File: src/rtl/iroot_if.sv
// Start/busy/done slave bus for the iroot integer root engine.
// The master drives the request fields and the slave drives the status and result fields.
interface iroot_if #(
   parameter int unsigned W = 16
);
   localparam int unsigned RW = (W + 1) / 2;

   logic          start;
   logic          mode;
   logic [W-1:0]  x_i;
   logic          busy;
   logic          done;
   logic [RW-1:0] result;
   logic [W-1:0]  rem;

   modport master (
      output start, mode, x_i,
      input  busy, done, result, rem
   );

   modport slave (
      input  start, mode, x_i,
      output busy, done, result, rem
   );
endinterface

File: src/rtl/iroot.sv
// Multicycle floor cube/square root with remainder (restoring digit recurrence, shift-add multiplier).
// Define IROOT_SQRT_EN to build square-root mode; otherwise mode is ignored and only cube root exists.
module iroot #(
   parameter int unsigned W = 16
) (
   input  logic  clk,
   input  logic  rst_n,
   iroot_if.slave bus
);
   localparam int unsigned NC   = (W + 2) / 3;
   localparam int unsigned NS   = (W + 1) / 2;
   localparam int unsigned RW   = NS;
   localparam int unsigned PW   = 2 * RW;
   localparam int unsigned CW   = 2 * RW + 2;
   localparam int unsigned CNTW = $clog2(NS + 1);
   localparam int unsigned SW   = $clog2(W + 1);
   localparam int unsigned BCW  = $clog2(RW + 1);

   typedef enum logic [2:0] {
      S_IDLE,
      S_PREP,
      S_MUL,
      S_TEST,
      S_DONE
   } state_t;

   state_t          state, state_nxt;
   logic [W-1:0]    xr, xr_d;
   logic            m, m_d;
   logic [RW-1:0]   y, y_d;
   logic [RW-1:0]   yd, yd_d;
   logic [CNTW-1:0] cnt, cnt_d;
   logic [SW-1:0]   s, s_d;
   logic [PW-1:0]   mcand, mcand_d;
   logic [RW-1:0]   mplier, mplier_d;
   logic [PW-1:0]   p, p_d;
   logic [BCW-1:0]  bc, bc_d;
   logic            busy_d, done_d;
   logic [RW-1:0]   result_d;
   logic [W-1:0]    rem_d;

   logic [CW-1:0]   xr_sh;
   logic [CW-1:0]   b_cube;
   logic [CW-1:0]   b;
   logic            fits;
   logic [W-1:0]    xr_sub;

   // Trial subtrahend: cube (y+1)^3-y^3 = 3p+1, square (y+1)^2-y^2 = 2yd+1
   assign xr_sh  = CW'(xr) >> s;
   assign b_cube = CW'(p) + (CW'(p) << 1) + CW'(1);
`ifdef IROOT_SQRT_EN
   logic [CW-1:0]   b_sq;
   assign b_sq = CW'({yd, 1'b1});
   assign b    = m ? b_sq : b_cube;
`else
   assign b    = b_cube;
`endif
   assign fits   = (xr_sh >= b);
   assign xr_sub = W'(CW'(xr) - (b << s));

   always_ff @(posedge clk or negedge rst_n) begin
      if (!rst_n) begin
         state      <= S_IDLE;
         xr         <= '0;
         m          <= 1'b0;
         y          <= '0;
         yd         <= '0;
         cnt        <= '0;
         s          <= '0;
         mcand      <= '0;
         mplier     <= '0;
         p          <= '0;
         bc         <= '0;
         bus.busy   <= 1'b0;
         bus.done   <= 1'b0;
         bus.result <= '0;
         bus.rem    <= '0;
      end else begin
         state      <= state_nxt;
         xr         <= xr_d;
         m          <= m_d;
         y          <= y_d;
         yd         <= yd_d;
         cnt        <= cnt_d;
         s          <= s_d;
         mcand      <= mcand_d;
         mplier     <= mplier_d;
         p          <= p_d;
         bc         <= bc_d;
         bus.busy   <= busy_d;
         bus.done   <= done_d;
         bus.result <= result_d;
         bus.rem    <= rem_d;
      end
   end

   always_comb begin
      state_nxt = state;
      xr_d      = xr;
      m_d       = m;
      y_d       = y;
      yd_d      = yd;
      cnt_d     = cnt;
      s_d       = s;
      mcand_d   = mcand;
      mplier_d  = mplier;
      p_d       = p;
      bc_d      = bc;
      result_d  = bus.result;
      rem_d     = bus.rem;

      case (state)
         S_IDLE: begin
            if (bus.start) begin
               xr_d = bus.x_i;
`ifdef IROOT_SQRT_EN
               m_d  = bus.mode;
`else
               m_d  = 1'b0;
`endif
               y_d   = '0;
               cnt_d = m_d ? CNTW'(NS - 1) : CNTW'(NC - 1);
               s_d   = m_d ? SW'(2 * (NS - 1)) : SW'(3 * (NC - 1));
               state_nxt = S_PREP;
            end
         end
         S_PREP: begin
            yd_d = {y[RW-2:0], 1'b0};
            if (!m) begin
               mcand_d   = PW'(yd_d);
               mplier_d  = yd_d + RW'(1);
               p_d       = '0;
               bc_d      = '0;
               state_nxt = S_MUL;
            end else begin
               state_nxt = S_TEST;
            end
         end
         // One multiplier bit per cycle, exactly RW cycles
         S_MUL: begin
            if (mplier[0]) begin
               p_d = p + mcand;
            end
            mcand_d  = mcand << 1;
            mplier_d = mplier >> 1;
            if (bc == BCW'(RW - 1)) begin
               state_nxt = S_TEST;
            end else begin
               bc_d = bc + BCW'(1);
            end
         end
         S_TEST: begin
            if (fits) begin
               xr_d = xr_sub;
               y_d  = yd + RW'(1);
            end else begin
               y_d  = yd;
            end
            if (cnt == '0) begin
`ifdef IROOT_SQRT_EN
               result_d = y_d;
`else
               result_d = RW'(y_d[NC-1:0]);
`endif
               rem_d     = xr_d;
               state_nxt = S_DONE;
            end else begin
               cnt_d     = cnt - CNTW'(1);
               s_d       = m ? (s - SW'(2)) : (s - SW'(3));
               state_nxt = S_PREP;
            end
         end
         S_DONE: begin
            state_nxt = S_IDLE;
         end
         default: begin
            state_nxt = S_IDLE;
         end
      endcase

      busy_d = (state_nxt != S_IDLE);
      done_d = (state_nxt == S_DONE);
   end
endmodule

File: src/flat_wrapper.sv
// flat-port wrapper written by rule: the top's interface ports become plain ports
module iroot_flat 
#(
   parameter int unsigned W = 16
)
  (clk, rst_n, bus_start, bus_mode, bus_x_i, bus_busy, bus_done, bus_result, bus_rem);
  iroot_if #(.W(W)) bus_i ();
  input  logic clk;
  input  logic rst_n;
  input wire logic [$bits(bus_i.start)-1:0] bus_start;
  input wire logic [$bits(bus_i.mode)-1:0] bus_mode;
  input wire logic [$bits(bus_i.x_i)-1:0] bus_x_i;
  output wire logic [$bits(bus_i.busy)-1:0] bus_busy;
  output wire logic [$bits(bus_i.done)-1:0] bus_done;
  output wire logic [$bits(bus_i.result)-1:0] bus_result;
  output wire logic [$bits(bus_i.rem)-1:0] bus_rem;
  assign bus_i.start = bus_start;
  assign bus_i.mode = bus_mode;
  assign bus_i.x_i = bus_x_i;
  assign bus_busy = bus_i.busy;
  assign bus_done = bus_i.done;
  assign bus_result = bus_i.result;
  assign bus_rem = bus_i.rem;
  iroot #(.W(W)) u_core (.clk(clk), .rst_n(rst_n), .bus(bus_i));
endmodule
File: config.mk
export PLATFORM = sky130hd
export DESIGN_NAME = iroot_flat
export DESIGN_NICKNAME = d
export VERILOG_FILES = /design/src/rtl/iroot_if.sv /design/src/rtl/iroot.sv /design/src/flat_wrapper.sv
export SDC_FILE = /design/constraint.sdc
export NUM_CORES = 1
export LEC_CHECK = 0
export BUFFER_PORTS_ARGS = -buffer_cell sky130_fd_sc_hd__buf_4
export CORE_MARGIN = 2
export CORE_UTILIZATION = 55
export CTS_CLUSTER_DIAMETER = 100
export DETAILED_ROUTE_END_ITERATION = 8
export MAX_ROUTING_LAYER = met4
export PLACE_DENSITY = 0.73
export SKIP_CTS_REPAIR_TIMING = 1
export SYNTH_ARGS = -nofsm -noshare
export SYNTH_HDL_FRONTEND = slang
export SYNTH_SLANG_ARGS = --single-unit
File: constraint.sdc
create_clock -name clk -period 6.48 [get_ports clk]
set_clock_uncertainty 0.2 [all_clocks]
set_input_delay 0.648 -clock clk [delete_from_list [all_inputs] [get_ports clk]]
set_output_delay 0.648 -clock clk [all_outputs]
set_load 0.02 [all_outputs]
* Yosys cells after proc, flatten, opt, wreduce, memory -nomap -nowiden *
Index checks and enable logic that the tools add are counted.

word-level totals
  bits of input ports = 20
  output and inout port bits = 26
  logic and storage cells = 67
  register bits = 109

operators by class
  eq/ne operators = 9
  shift operators = 2
  reductions and logical operators = 10
  add/sub/neg operators = 9
  $lt $le $gt $ge = 1
  muxes and demuxes = 22

operators by type and width
  cell                                               count
  one-hot mux 16 bit (2 select lines)                3
  2-to-1 mux 16 bit                                  3
  adder 16 x 17 -> 18 bit                            1
  adder 18 x 1 -> 18 bit (second input constant)     1
  greater-or-equal comparator 18 bit                 1
  left shift 18 x 5 -> 16 bit                        1
  >> shifter 16 x 5 -> 18 bit                        1
  adder 16 bit                                       1
  one-hot mux 4 bit (2 select lines)                 2
  one-hot mux 8 bit (2 select lines)                 1
  subtractor 16 bit                                  1
  2-to-1 mux 7 bit                                   2
  one-hot mux 7 bit (2 select lines)                 1
  2-to-1 mux 4 bit                                   3
  one-hot mux 3 bit (4 select lines)                 1
  2-to-1 mux 5 bit                                   2
  one-hot mux 5 bit (2 select lines)                 1
  2-to-1 mux 3 bit                                   3
  adder 8 x 1 -> 8 bit (second input constant)       1
  AND reduction 2 bit                                4
  adder 7 x 1 -> 7 bit (second input constant)       1
  == test 3 x 2 -> 1 bit (second input constant)     2
  != test 2 bit (second input constant)              3
  subtractor 5 x 2 -> 5 bit (second input constant)  1
  other kinds (11)                                   12

* Depth between registers and ports, before layout *
  depth in word-level cells = 6
  gate-level depth with buffers = 24
  gate-level depth less buffers = 22

* Worst setup path before layout *
Ideal clock, no wire load.

  path kind = register to register
  from = register u_core.s[1]
  to = register u_core.xr[1]
  stages on the path, launching flop included = 23
  arrival = 4.404 ns
  clock period less this slack = 4.730 ns
  library setup time = 0.126 ns
  path buffers = 6
  data required time = 6.154 ns
  setup slack = 1.750 ns
  cell sequence = dfrtp_1 -> buf_2 -> clkbuf_1 -> clkbuf_1 -> buf_1 -> mux2_2 -> mux2i_1 -> nor2_1 -> a211oi_1 -> a211oi_1 -> ha_1 -> a21o_1 -> a21oi_1 -> o21ai_0 -> a21oi_1 -> o21ai_1 -> a2111oi_0 -> a2111o_2 -> or2_1 -> buf_4 -> buf_6 -> nor2_2 -> a221o_1

on the way
  word-level cells in the longest chain between the ends = 4
  elaborated cells between the ends (all ways) = 6
  those cells by class = add/sub: 1; order compare: 1; shift: 2; mux: 2

ends and longest elaborated chain
  item                                                                               line                      source
  from (decl)                                                                        iroot.sv:33               logic [SW-1:0] s, s_d;
  from (signal assigned)                                                             iroot.sv:69               s <= '0;
  from (signal assigned)                                                             iroot.sv:85               s <= s_d;
  left shift 18 x 5 -> 16 bit / >> shifter 16 x 5 -> 18 bit (equally long branches)  iroot.sv:59, iroot.sv:49
  subtractor 16 bit / greater-or-equal comparator 18 bit (equally long branches)     iroot.sv:59, iroot.sv:58
  2-to-1 mux 16 bit *                                                                iroot.sv:153              if (fits) begin
  one-hot mux 16 bit (2 select lines) *                                              iroot.sv:112              case (state)
  to (signal assigned)                                                               iroot.sv:80               xr <= xr_d;
  to (decl)                                                                          iroot.sv:28               logic [W-1:0] xr, xr_d;

Mark *: on every way between the ends. The rest lies on a longest branch, timed or not.
A chain may end at the register's enable or synchronous reset.

* Worst setup path after layout *
  from = register u_core.p[1]
  to = register u_core.xr[15]

on the way
  word-level cells in the longest chain between the ends = 6
  elaborated cells between the ends (all ways) = 7
  those cells by class = add/sub: 3; order compare: 1; shift: 1; mux: 2

ends and longest elaborated chain
  item                                   line          source
  from (decl)                            iroot.sv:36   logic [PW-1:0] p, p_d;
  from (signal assigned)                 iroot.sv:88   p <= p_d;
  adder 16 x 17 -> 18 bit *              iroot.sv:50   assign b_cube = CW'(p) + (CW'(p) << 1) + CW'(1);
  adder 18 x 1 -> 18 bit *               iroot.sv:50
  left shift 18 x 5 -> 16 bit            iroot.sv:59   assign xr_sub = W'(CW'(xr) - (b << s));
  subtractor 16 bit                      iroot.sv:59
  2-to-1 mux 16 bit *                    iroot.sv:153
  one-hot mux 16 bit (2 select lines) *  iroot.sv:112

Marked as above.

==> summary by stage <==
Outcome
The flow ran to the end, and the final reports show no timing, DRC or antenna violations.

Place
In this run, placement finished with an instance count of 1,112. Port buffering added 42 buffers. The congestion estimate from routability-driven global placement came to 0.926.

At the placement stage, the worst setup path has a slack of 1.12 ns. Detailed placement finished with a half-perimeter wire length of 14,700 microns. The placement-stage cell area is 8610 sq um.

Floorplan
The height of the chip is 126 microns. The placeable core region is 14,500 sq um. The width of the chip is 126 microns. The starting utilization of the core area is 56.4%. The site row count is 44. The area of the die is 15,900 sq um. The number of I/O pins is 46.

Clocking
The maximum clock insertion buffer count is 2. The total number of H-tree levels is 3. The clock tree from TritonCTS is yes.

The tree is rooted in a sky130_fd_sc_hd__clkbuf_16. The clock network latency to the later pin of the worst-skew pair is 0.36 ns. The clock buffer count from CTS is 9. For this design, the sink count on the clock tree is 107.

After clock tree synthesis, the clock-pin slew on the worst setup and hold paths is 0.08 ns.

STA
The slack of the critical path is 1.12 ns. The total negative slack is 0 ns. The clock period could shrink to 5.36 ns. For the pin with the worst max-slew slack, the measured transition is 0.905 ns. Setup repair after global routing left no endpoint under its margin. The number of hold-slack violations in the final timing report was 0.

The final-report max-slew violation count came to 0. Setup violations remaining at the end of the flow were counted as 0. The relative slew slack is 39.5%. The maximum clock rate is 187 MHz. The post-route fraction of the period consumed by the critical path is 82.7%.

Logic synthesis
The post-synthesis cell count is 925. The number of library cell types mapped by synthesis is 76. After synthesis the cells add up to 8200 sq um. Counting flops and latches in the post-synthesis netlist gives 107.

Among all flip-flop cells after synthesis, the most frequent one is sky130_fd_sc_hd__dfrtp_1. The post-synthesis async set-or-reset flop share is 100%. The number of enable flip-flop cells after synthesis is 0. The sequential area share after synthesis is 32.7%. Yosys printed 0 warnings. Each instance of the synthesized netlist takes up on average 8.86 sq um.

Detailed routing
The first detailed-routing pass took 5 iterations. Dividing the detail-routed wire length by the instance count gives 17.3 microns. In the routed design, unresolved DRC markers number 0. The final route contains 6,958 vias. Wires add up to 19,500 microns. The initial DRC count is 408. The via-per-instance ratio is 6.17.

The number of nets with antenna violations after detailed routing is 0.

Critical path
The critical path is of the flip-flop to flip-flop type. The launching element type of the critical path is a flip-flop. The element type at the critical path end is a flip-flop. The worst endpoint required time is 6.50 ns.

The maximum fanout encountered on the critical timing path is 6. At the worst endpoint, the arrival time is 5.38 ns. The register-to-register setup slack is 1.12 ns.

Power and ir drop
The leakage dissipation is 0.00431 uW. The clock network accounts for 11.4% of the total power. Summed over all nets, the switching power comes to 2340 uW. Net switching is 48.8% of the power. The maximum vdd drop is 0.307 mV. The cell internal power dissipation is 2460 uW. The part of the power in registers is 24.4%. The combinational power share is 64.2%. In this run the power density over the cells is 538 nW/um^2.

Cells and area
The area added between synthesis and finish is 8.78%. After routing the design area is 8920 sq um. The final instance count without filler cells is 1,128. The final antenna diode count is 0. The share of final-layout standard cells stronger than drive strength 1 is 10.7%.

The net total in the final layout is 1,030.

Global route
The initial antenna violation count was 0. Entering global routing, the biggest net connects 66 pins. The wire length of the first global-routing pass is 33,500 microns. The via count of the first global-routing pass is 6,732. For this run the aggregate overflow at the end of global routing stands at 0.

The overall routing resource usage is 26.4%.

Worst hold path
The type of the worst min-delay path is input pin to async pin.

Run
The max capacitance violation total is 0.
==> power groups by stage <==
stage / Sequential [uW] / Clock (uW) / Combinational, uW
2_1_floorplan: 1110 / 0 / 2380
3_3_place_gp: 1170 / 0 / 3040
3_5_place_dp: 1180 / 0 / 3060
4_1_cts: 1170 / 557 / 3080
5_1_grt: 1210 / 582 / 3450
6_report: 1170 / 547 / 3080
==> worst max-delay path: stages, from the launching register on <==
cell and delay (ns):
sky130_fd_sc_hd__dfrtp_1 0.46, sky130_fd_sc_hd__inv_1 0.15, sky130_fd_sc_hd__fa_1 0.47, sky130_fd_sc_hd__nand2b_1 0.19
sky130_fd_sc_hd__a21oi_1 0.37, sky130_fd_sc_hd__o21ai_0 0.13, sky130_fd_sc_hd__nand2b_1 0.10, sky130_fd_sc_hd__xnor2_1 0.15
sky130_fd_sc_hd__mux4_2 0.53, sky130_fd_sc_hd__mux2_2 0.29, sky130_fd_sc_hd__nor2_1 0.09, sky130_fd_sc_hd__a21oi_1 0.05
sky130_fd_sc_hd__or2_1 0.27, sky130_fd_sc_hd__ha_1 0.39, sky130_fd_sc_hd__nand4_1 0.11, sky130_fd_sc_hd__o211a_1 0.27
sky130_fd_sc_hd__o31a_1 0.33, sky130_fd_sc_hd__nand4_1 0.10, sky130_fd_sc_hd__nor3b_1 0.24, sky130_fd_sc_hd__xnor2_1 0.21
sky130_fd_sc_hd__o21ai_0 0.12
==> metal layers <==
metal / wire, microns / global-route usage [%]
met1: 9100 / 36.0
met2: 9240 / 41.4
met3: 889 / 4.50
met4: 326 / 6.59
met5: 0 / -
==> flip-flops by register name (all words and copies together), names as in the netlist <==
name               count
u_core.bc              4
u_core.bus.busy        1
u_core.bus.done        1
u_core.bus.rem        16
u_core.bus.result      6
u_core.cnt             4
u_core.mcand          15
u_core.mplier          8
u_core.p              15
u_core.s               5
u_core.state           3
u_core.xr             16
u_core.y               7
u_core.yd              6
==> synth_stat cells, types with 7 or more instances <==
cell	number	area share, %
sky130_fd_sc_hd__dfrtp_1	107	33
sky130_fd_sc_hd__nor2b_1	7	0.53
sky130_fd_sc_hd__a221o_1	17	2.1
sky130_fd_sc_hd__nor2_1	76	3.5
sky130_fd_sc_hd__nand3_1	40	2.4
sky130_fd_sc_hd__a211oi_1	11	1.0
sky130_fd_sc_hd__o21ai_0	59	3.6
sky130_fd_sc_hd__nand2b_1	11	0.84
sky130_fd_sc_hd__xnor2_1	27	2.9
sky130_fd_sc_hd__xor2_1	15	1.6
sky130_fd_sc_hd__mux2i_1	26	3.2
sky130_fd_sc_hd__a21oi_1	63	3.8
sky130_fd_sc_hd__and2_1	10	0.76
sky130_fd_sc_hd__a21o_1	21	1.9
sky130_fd_sc_hd__a22oi_1	10	0.92
sky130_fd_sc_hd__nor3_1	19	1.2
sky130_fd_sc_hd__mux4_2	15	4.1
sky130_fd_sc_hd__a22o_1	15	1.6
sky130_fd_sc_hd__clkbuf_1	34	1.6
sky130_fd_sc_hd__nand2_1	111	5.1
sky130_fd_sc_hd__a31oi_1	7	0.53
sky130_fd_sc_hd__inv_1	23	1.1
sky130_fd_sc_hd__ha_1	68	10
sky130_fd_sc_hd__and3_1	9	0.69
==> placed cells by master (no fill, tap or decap), types with 11 or more instances in the layout <==
master	instances
sky130_fd_sc_hd__ha_1	68
sky130_fd_sc_hd__nand3_1	40
sky130_fd_sc_hd__nand2b_1	11
sky130_fd_sc_hd__a21oi_1	63
sky130_fd_sc_hd__nor2_1	76
sky130_fd_sc_hd__xor2_1	15
sky130_fd_sc_hd__mux2i_1	26
sky130_fd_sc_hd__nand2_1	111
sky130_fd_sc_hd__o21ai_0	59
sky130_fd_sc_hd__xnor2_1	27
sky130_fd_sc_hd__a22o_1	15
sky130_fd_sc_hd__a221o_1	17
sky130_fd_sc_hd__mux4_2	15
sky130_fd_sc_hd__nor3_1	19
sky130_fd_sc_hd__buf_4	53
sky130_fd_sc_hd__a21o_1	21
sky130_fd_sc_hd__inv_1	23
sky130_fd_sc_hd__a211oi_1	11
sky130_fd_sc_hd__dfrtp_1	107
==> cell type report <==
| type | instances | area, sq um |
|---|---|---|
| Fill cell | 1290 | 5620 |
| Multi-Input combinational cell | 743 | 5210 |
| Sequential cell | 107 | 2680 |
| Timing Repair Buffer | 53 | 398 |
| Tap cell | 184 | 230 |
| Clock buffer | 9 | 225 |
| Inverter | 25 | 93.8 |
| Clock inverter | 7 | 80.1 |
==> stage by stage <==
| stage | power [uW] | utilization [%] | hold WS, ns |
|---|---|---|---|
| 2_1_floorplan | 3490 | - | 0.152 |
| 4_1_cts | 4800 | 61.3 | 0.0802 |
| 3_3_place_gp | 4210 | 59.2 | 0.258 |
| 6_report | 4800 | 61.3 | 0.0618 |
| 5_1_grt | 5240 | 61.3 | 0.106 |
| 3_5_place_dp | 4240 | 59.2 | 0.260 |
==> path summary, 6_finish.rpt <==
kind	start	to	depth (start not counted)
max in group asynchronous	rst_n	u_core.bus.rem[8]	2
min reg2reg	u_core.bus.rem[1]	u_core.bus.rem[1]	2
min	rst_n	u_core.bc[1]	1
max reg2reg	u_core.p[1]	u_core.xr[15]	20
max	u_core.p[1]	u_core.xr[15]	20
min in group clk	u_core.bus.rem[1]	u_core.bus.rem[1]	2
==> kinds of logic after synthesis <==
| kind of cell | count (synthesis) | synth area share [%] |
|---|---|---|
| AO/OA/AOI/OAI | 263 | 21.6 |
| XOR/XNOR | 42 | 4.49 |
| adder cells (fa/ha/maj) | 71 | 11.1 |
| buffers and inverters | 76 | 3.94 |
| flip-flops | 107 | 32.7 |
| multiplexers | 45 | 7.85 |
| other | 2 | 0.0916 |
| AND/OR/NAND/NOR | 319 | 18.2 |
(Power assumes the default switching activity.)
